`src/rtl/div_iter_if.sv`:
```
// Operand/result bundle between the EX stage and the iterative divider.
interface div_iter_if #(
    parameter int unsigned WIDTH = 32
) ();
    logic               start_i;
    logic               annul_i;
    logic               signed_div_i;
    logic [WIDTH-1:0]   opdata1_i;
    logic [WIDTH-1:0]   opdata2_i;
    logic [2*WIDTH-1:0] result_o;
    logic               ready_o;
    logic               busy_o;
    logic               div_by_zero_o;

    // EX side: issues the request, consumes the result
    modport master (
        output start_i, annul_i, signed_div_i, opdata1_i, opdata2_i,
        input  result_o, ready_o, busy_o, div_by_zero_o
    );

    // Divider side
    modport slave (
        input  start_i, annul_i, signed_div_i, opdata1_i, opdata2_i,
        output result_o, ready_o, busy_o, div_by_zero_o
    );
endinterface

```
`src/rtl/div_iter.sv`:
```
// Multi-cycle restoring radix-2 integer divider, {remainder, quotient} result.
module div_iter #(
    parameter int unsigned WIDTH      = 32,
    parameter bit          EARLY_SKIP = 1'b0
) (
    input  logic  clk,
    input  logic  rst,
    div_iter_if.slave bus
);
    localparam int unsigned CW = $clog2(WIDTH);

    typedef enum logic [1:0] {IDLE, BYZERO, ON, END} state_t;

    state_t             state, state_nxt;
    logic [WIDTH-1:0]   dvd, dvd_nxt;
    logic [WIDTH-1:0]   dvs, dvs_nxt;
    logic [WIDTH-1:0]   rem, rem_nxt;
    logic [CW-1:0]      cnt, cnt_nxt;
    logic               neg_q, neg_q_nxt;
    logic               neg_r, neg_r_nxt;
    logic [2*WIDTH-1:0] result_q, result_nxt;
    logic               ready_q, ready_nxt;
    logic               busy_q, busy_nxt;
    logic               dbz_q, dbz_nxt;

    logic [WIDTH-1:0]   op1_abs, op2_abs;
    logic [CW-1:0]      lz_val;
    logic [WIDTH:0]     trial;
    logic               q_bit;
    logic [WIDTH-1:0]   rem_step, dvd_step, quo_fix, rem_fix;

    function automatic logic [CW-1:0] lead_zeros(input logic [WIDTH-1:0] v);
        logic [CW-1:0] n;
        logic          found;
        n     = '0;
        found = 1'b0;
        for (int i = int'(WIDTH) - 1; i >= 0; i--) begin
            if (!found) begin
                if (v[i]) found = 1'b1;
                else      n = n + CW'(1);
            end
        end
        return n;
    endfunction

    // Operand magnitudes and one restoring step on the working registers
    always_comb begin
        op1_abs  = (bus.signed_div_i && bus.opdata1_i[WIDTH-1]) ? WIDTH'(-bus.opdata1_i) : bus.opdata1_i;
        op2_abs  = (bus.signed_div_i && bus.opdata2_i[WIDTH-1]) ? WIDTH'(-bus.opdata2_i) : bus.opdata2_i;
        lz_val   = lead_zeros(op1_abs);
        trial    = {rem, dvd[WIDTH-1]} - {1'b0, dvs};
        q_bit    = ~trial[WIDTH];
        rem_step = q_bit ? trial[WIDTH-1:0] : {rem[WIDTH-2:0], dvd[WIDTH-1]};
        dvd_step = {dvd[WIDTH-2:0], q_bit};
        quo_fix  = neg_q ? WIDTH'(-dvd_step) : dvd_step;
        rem_fix  = neg_r ? WIDTH'(-rem_step) : rem_step;
    end

    // State register
    always_ff @(posedge clk or negedge rst) begin
        if (!rst) state <= IDLE;
        else      state <= state_nxt;
    end

    // Next-state logic; annul wins over any completion
    always_comb begin
        state_nxt = state;
        case (state)
            IDLE: begin
                if (bus.start_i && !bus.annul_i) begin
                    if (bus.opdata2_i == '0)                state_nxt = BYZERO;
                    else if (EARLY_SKIP && op1_abs == '0)   state_nxt = END;
                    else                                    state_nxt = ON;
                end
            end
            BYZERO:  state_nxt = bus.annul_i ? IDLE : END;
            ON: begin
                if (bus.annul_i)                 state_nxt = IDLE;
                else if (cnt == CW'(WIDTH - 1))  state_nxt = END;
            end
            END: begin
                if (bus.annul_i || !bus.start_i) state_nxt = IDLE;
            end
            default: state_nxt = IDLE;
        endcase
    end

    // Next values of datapath and registered outputs
    always_comb begin
        dvd_nxt    = dvd;
        dvs_nxt    = dvs;
        rem_nxt    = rem;
        cnt_nxt    = cnt;
        neg_q_nxt  = neg_q;
        neg_r_nxt  = neg_r;
        result_nxt = result_q;
        ready_nxt  = ready_q;
        dbz_nxt    = dbz_q;
        busy_nxt   = (state_nxt == BYZERO) || (state_nxt == ON);
        case (state)
            IDLE: begin
                if (bus.start_i && !bus.annul_i && bus.opdata2_i != '0) begin
                    dvs_nxt   = op2_abs;
                    rem_nxt   = '0;
                    neg_r_nxt = bus.signed_div_i & bus.opdata1_i[WIDTH-1];
                    neg_q_nxt = bus.signed_div_i & (bus.opdata1_i[WIDTH-1] ^ bus.opdata2_i[WIDTH-1]);
                    cnt_nxt   = '0;
                    dvd_nxt   = op1_abs;
                    if (EARLY_SKIP) begin
                        if (op1_abs == '0) begin
                            result_nxt = '0;
                            ready_nxt  = 1'b1;
                            dbz_nxt    = 1'b0;
                        end else begin
                            cnt_nxt = lz_val;
                            dvd_nxt = op1_abs << lz_val;
                        end
                    end
                end
            end
            BYZERO: begin
                if (!bus.annul_i) begin
                    result_nxt = '0;
                    ready_nxt  = 1'b1;
                    dbz_nxt    = 1'b1;
                end
            end
            ON: begin
                if (!bus.annul_i) begin
                    rem_nxt = rem_step;
                    dvd_nxt = dvd_step;
                    cnt_nxt = cnt + CW'(1);
                    if (cnt == CW'(WIDTH - 1)) begin
                        result_nxt = {rem_fix, quo_fix};
                        ready_nxt  = 1'b1;
                        dbz_nxt    = 1'b0;
                    end
                end
            end
            END: begin
                if (bus.annul_i || !bus.start_i) begin
                    ready_nxt = 1'b0;
                    dbz_nxt   = 1'b0;
                end
            end
            default: ;
        endcase
    end

    // Datapath and output registers
    always_ff @(posedge clk or negedge rst) begin
        if (!rst) begin
            dvd      <= '0;
            dvs      <= '0;
            rem      <= '0;
            cnt      <= '0;
            neg_q    <= 1'b0;
            neg_r    <= 1'b0;
            result_q <= '0;
            ready_q  <= 1'b0;
            busy_q   <= 1'b0;
            dbz_q    <= 1'b0;
        end else begin
            dvd      <= dvd_nxt;
            dvs      <= dvs_nxt;
            rem      <= rem_nxt;
            cnt      <= cnt_nxt;
            neg_q    <= neg_q_nxt;
            neg_r    <= neg_r_nxt;
            result_q <= result_nxt;
            ready_q  <= ready_nxt;
            busy_q   <= busy_nxt;
            dbz_q    <= dbz_nxt;
        end
    end

    assign bus.result_o      = result_q;
    assign bus.ready_o       = ready_q;
    assign bus.busy_o        = busy_q;
    assign bus.div_by_zero_o = dbz_q;
endmodule

```
`src/flat_wrapper.sv`:
```
// flat-port wrapper written by rule: the top's interface ports become plain ports
module div_iter_flat 
#(
    parameter int unsigned WIDTH      = 32,
    parameter bit          EARLY_SKIP = 1'b0
)
  (clk, rst, bus_start_i, bus_annul_i, bus_signed_div_i, bus_opdata1_i, bus_opdata2_i, bus_result_o, bus_ready_o, bus_busy_o, bus_div_by_zero_o);
  div_iter_if #(.WIDTH(WIDTH)) bus_i ();
  input  logic clk;
  input  logic rst;
  input wire logic [$bits(bus_i.start_i)-1:0] bus_start_i;
  input wire logic [$bits(bus_i.annul_i)-1:0] bus_annul_i;
  input wire logic [$bits(bus_i.signed_div_i)-1:0] bus_signed_div_i;
  input wire logic [$bits(bus_i.opdata1_i)-1:0] bus_opdata1_i;
  input wire logic [$bits(bus_i.opdata2_i)-1:0] bus_opdata2_i;
  output wire logic [$bits(bus_i.result_o)-1:0] bus_result_o;
  output wire logic [$bits(bus_i.ready_o)-1:0] bus_ready_o;
  output wire logic [$bits(bus_i.busy_o)-1:0] bus_busy_o;
  output wire logic [$bits(bus_i.div_by_zero_o)-1:0] bus_div_by_zero_o;
  assign bus_i.start_i = bus_start_i;
  assign bus_i.annul_i = bus_annul_i;
  assign bus_i.signed_div_i = bus_signed_div_i;
  assign bus_i.opdata1_i = bus_opdata1_i;
  assign bus_i.opdata2_i = bus_opdata2_i;
  assign bus_result_o = bus_i.result_o;
  assign bus_ready_o = bus_i.ready_o;
  assign bus_busy_o = bus_i.busy_o;
  assign bus_div_by_zero_o = bus_i.div_by_zero_o;
  div_iter #(.WIDTH(WIDTH), .EARLY_SKIP(EARLY_SKIP)) u_core (.clk(clk), .rst(rst), .bus(bus_i));
endmodule
```
`config.mk`:
```
export PLATFORM = sky130hd
export DESIGN_NAME = div_iter_flat
export DESIGN_NICKNAME = d
export VERILOG_FILES = /design/src/rtl/div_iter_if.sv /design/src/rtl/div_iter.sv /design/src/flat_wrapper.sv
export SDC_FILE = /design/constraint.sdc
export NUM_CORES = 1
export LEC_CHECK = 0
export CORE_AREA = 2 2 174 176
export CTS_BUF_LIST = sky130_fd_sc_hd__clkbuf_4 sky130_fd_sc_hd__clkbuf_8 sky130_fd_sc_hd__clkbuf_16
export DETAILED_ROUTE_END_ITERATION = 6
export DIE_AREA = 0 0 176 178
export PLACE_DENSITY_LB_ADDON = 0.12
export SYNTH_ARGS = -nofsm -noshare
export SYNTH_HDL_FRONTEND = slang
export SYNTH_SLANG_ARGS = --single-unit
```
`constraint.sdc`:
```
create_clock -name clk -period 5.5 [get_ports clk]
set_clock_uncertainty 0.1 [all_clocks]
set_input_delay 0.55 -clock clk [delete_from_list [all_inputs] [get_ports clk]]
set_output_delay 0.55 -clock clk [all_outputs]
set_load 0.1 [all_outputs]
```
==> impl_metrics.tcl <==
set metrics [dict create \
    place_area_um2 13470 \
    drc 0 \
    cts_resized 0 \
    path_cells "ha_1 > o211ai_2 > o21ai_0 > nand4_1 > a31oi_1 > a41oi_1 > o2111a_1 > a221oi_1 > o211ai_1 > o41ai_2 > xnor2_1 > o21ai_1" \
    cts_sinks 172 \
    relSlewSlack 0.3007 \
    root_buffer "clkbuf_16" \
    async_flop_share 1.000 \
    drive_gt1_frac 0.05368 \
    io_buffers 135 \
    synthFlopType "dfrtp_1" \
    core_area_um2 29400 \
    cts_buffers 17 \
    ys_warn_count 0 \
    clockBufferDepth 2 \
    cts_hold_buf 0 \
    vias_per_cell 5.557 \
    cpPeakStageDelay_ps 560 \
    p_per_area_nw_per_um2 263.0 \
    power_leakage_nw 5.843 \
    synth_area_um2 11850 \
    place.gp.congestion 0.9184 \
    setup_tns_ps 0 \
    crit_fanout 9 \
    post_cts_buffers 0 \
    num_vias 10550 \
    die_h_um 178 \
    ys_seq_elements 172 \
    insertion_delay_ps 440 \
    start_kind "register" \
    grt_pass1_wl_mm 54.57 \
    clkTransAtPathRegs_ps 70 \
    nNetsFinal 1604 \
    routedWlPerCell_um 17.74 \
    wl_mm 33.69 \
    synth_seq_area_share 0.3631 \
    fin_ws_ps 763.1 \
    num_rows 63 \
    rr_startpoint "u_core.rem[4]" \
    maxSlewViolCount 0 \
    tightestPinTransition_ps 1046 \
    die_width_um 176 \
    critPathArrivalTime_ps 4940 \
    syn_inst 1407 \
    antenna_found_initial 0 \
    reg2reg_to "u_core.bus.result_o[63]" \
    initial_utilization 0.4032 \
    pin_count 136 \
    post-dp-hpwl_mm 25.30 \
    first_global_vias 9939 \
    syn_nets 1515 \
    worst_setup_path_end_kind "register" \
    synth_edf_count 0 \
    setup_violations 0 \
    final_area_um2 14050 \
    rsz0062_at_grt "false" \
    fin_crit_sh 0.8613 \
    syn_to_final_growth_pct 18.49 \
    grt_use_total 0.2189 \
    crit_type "reg2reg" \
    fill_cells 2881 \
    peakVddDrop_mv 0.1997 \
    run_status "finished clean" \
    ys_types 82 \
    drtIter0Drc 860 \
    min_path_type "in2async" \
    ant_nets 0 \
    cts_tree "yes" \
    htreeDepth 4 \
    worstRegToRegCells 12 \
    die_area_um2 31330 \
    fmax_mhz 211.1 \
    grt_start_max_net_pins 92 \
    period_needed_ps 4737 \
    diodes 0 \
    maxCapViolations 0 \
    synth_area_per_cell_um2 8.425 \
    required_ps 5710 \
    place_ws_ps 809.3 \
    grt_overflow_total 0 \
    finalHoldViolCount 0 \
    first_pass_iters 7 \
    cp_slowest_cell "a221oi_1" \
    rrSetupSlack_ps 760 \
]
-- worst max-delay path by stage --
| stage | startpoint | endpoint | cells after the start |
|---|---|---|---|
| after floorplan | u_core.dvd[31] | u_core.bus.result_o[60] | 24 |
| after global placement | u_core.rem[4] | u_core.bus.result_o[63] | 12 |
| after detailed placement | u_core.dvd[31] | u_core.bus.result_o[60] | 20 |
| after CTS | u_core.dvd[31] | u_core.bus.result_o[60] | 20 |
| after global routing | u_core.dvd[31] | u_core.bus.result_o[62] | 20 |
| final | u_core.rem[4] | u_core.bus.result_o[63] | 12 |
-- registers in the layout (all words and copies together), names as in the netlist --
| name | cells |
|---|---|
| u_core.bus.result_o | 64 |
| u_core.dvs | 32 |
| u_core.cnt | 5 |
| u_core.neg_r | 1 |
| u_core.rem | 32 |
| u_core.state | 2 |
| u_core.bus.ready_o | 1 |
| u_core.bus.busy_o | 1 |
| u_core.dvd | 32 |
| u_core.bus.div_by_zero_o | 1 |
| u_core.neg_q | 1 |
-- cell usage after synthesis, types with 5 or more instances --
master	instances	area, um2
nor4_1	12	75.07
nor3b_1	6	45.04
or3_1	15	93.84
ha_1	38	475.5
mux2i_1	23	230.2
nand4_1	10	62.56
or4_1	9	67.56
o211ai_1	8	60.06
a21o_1	14	105.1
nand2_1	162	608.1
nor2_1	112	420.4
nor2b_1	7	43.79
inv_1	53	198.9
a31oi_1	12	75.07
a211oi_1	8	60.06
and3_1	10	62.56
o41ai_1	11	96.34
nor3_1	20	100.1
buf_4	5	37.54
a21oi_1	101	505.5
buf_2	23	115.1
clkbuf_1	46	172.7
and2_1	13	81.33
nand3_1	53	265.3
a221o_1	30	300.3
o21ai_0	154	770.7
o31ai_1	28	210.2
a22o_1	5	43.79
nand2b_1	8	50.05
o21ai_1	10	50.05
dfrtp_1	172	4304
xor2_1	80	700.7
xnor2_1	60	525.5
-- critical path, delay by kind of cell, from the launching register on --
family,cells,cell delay (ps)
and+or+nand+nor,1,380
AOI/OAI and AO/OA,9,2990
DFF,1,430
xor gates and xnor gates,1,190
adders and majority gates,1,510
-- kinds of logic (layout without fill, tap and decap cells) --
family,after synthesis,count (layout),synth area share
multiplexers,24,24,0.02037
AND/OR/NAND/NOR,469,469,0.1933
AO/OA/AOI/OAI,430,430,0.2311
flip-flops,172,172,0.3631
adder cells (fa/ha/maj),39,39,0.04180
XOR/XNOR,140,140,0.1034
buffers and inverters,133,235,0.04697
-- final cells by class --
cell class	count	area, um2	area share
clock buffers	19	440.4	0.03136
multi-input cells	1102	7004	0.4987
well taps	390	488.0	0.03474
clock inverters	13	133.9	0.009531
inverters	54	205.2	0.01461
flip-flops and latches	172	4304	0.3064
repair buffers	149	1470	0.1047
-- metal layers --
layer | share of wire | vias to the layer above | wire [um] | GRT usage
met5 | 0 | - | 0 | 0
met4 | 0.0093 | 0 | 312 | 0.04442
met3 | 0.055 | 19 | 1863 | 0.03197
met2 | 0.42 | 278 | 13990 | 0.3143
met1 | 0.52 | 5012 | 17520 | 0.3456
li1 | - | 5243 | - | -
-- placed cells by master, fill, tap and decap left out, drive strengths merged, types with 53 or more instances in the layout --
| cell | instances |
|---|---|
| xnor2 | 60 |
| a21oi | 102 |
| nand2 | 163 |
| inv | 59 |
| o21ai | 164 |
| clkdlybuf4s50 | 134 |
| nand3 | 53 |
| xor2 | 80 |
| nor2 | 113 |
| dfrtp | 172 |
-- stage by stage --
step             util  instances  power (mW)  hold slack, ps
5_1_grt        0.4777       1899       3.898           135.4
6_report       0.4777       1899       3.694           39.55
3_3_place_gp   0.4582       1867       2.481           360.0
4_1_cts        0.4777       1899       3.714           117.6
3_5_place_dp   0.4582       1867       2.495           368.6
2_1_floorplan       -       1407       2.187           154.4
-- where the power goes --
| part | switching (mW) | leakage [nW] | internal [mW] | total (mW) |
|---|---|---|---|---|
| logic | 0.589 | 3.31 | 0.389 | 0.978 |
| registers | 0.126 | 2.25 | 1.38 | 1.50 |
| clock network | 0.567 | 0.279 | 0.647 | 1.21 |
Note: power is estimated with default switching activity, not from simulation.
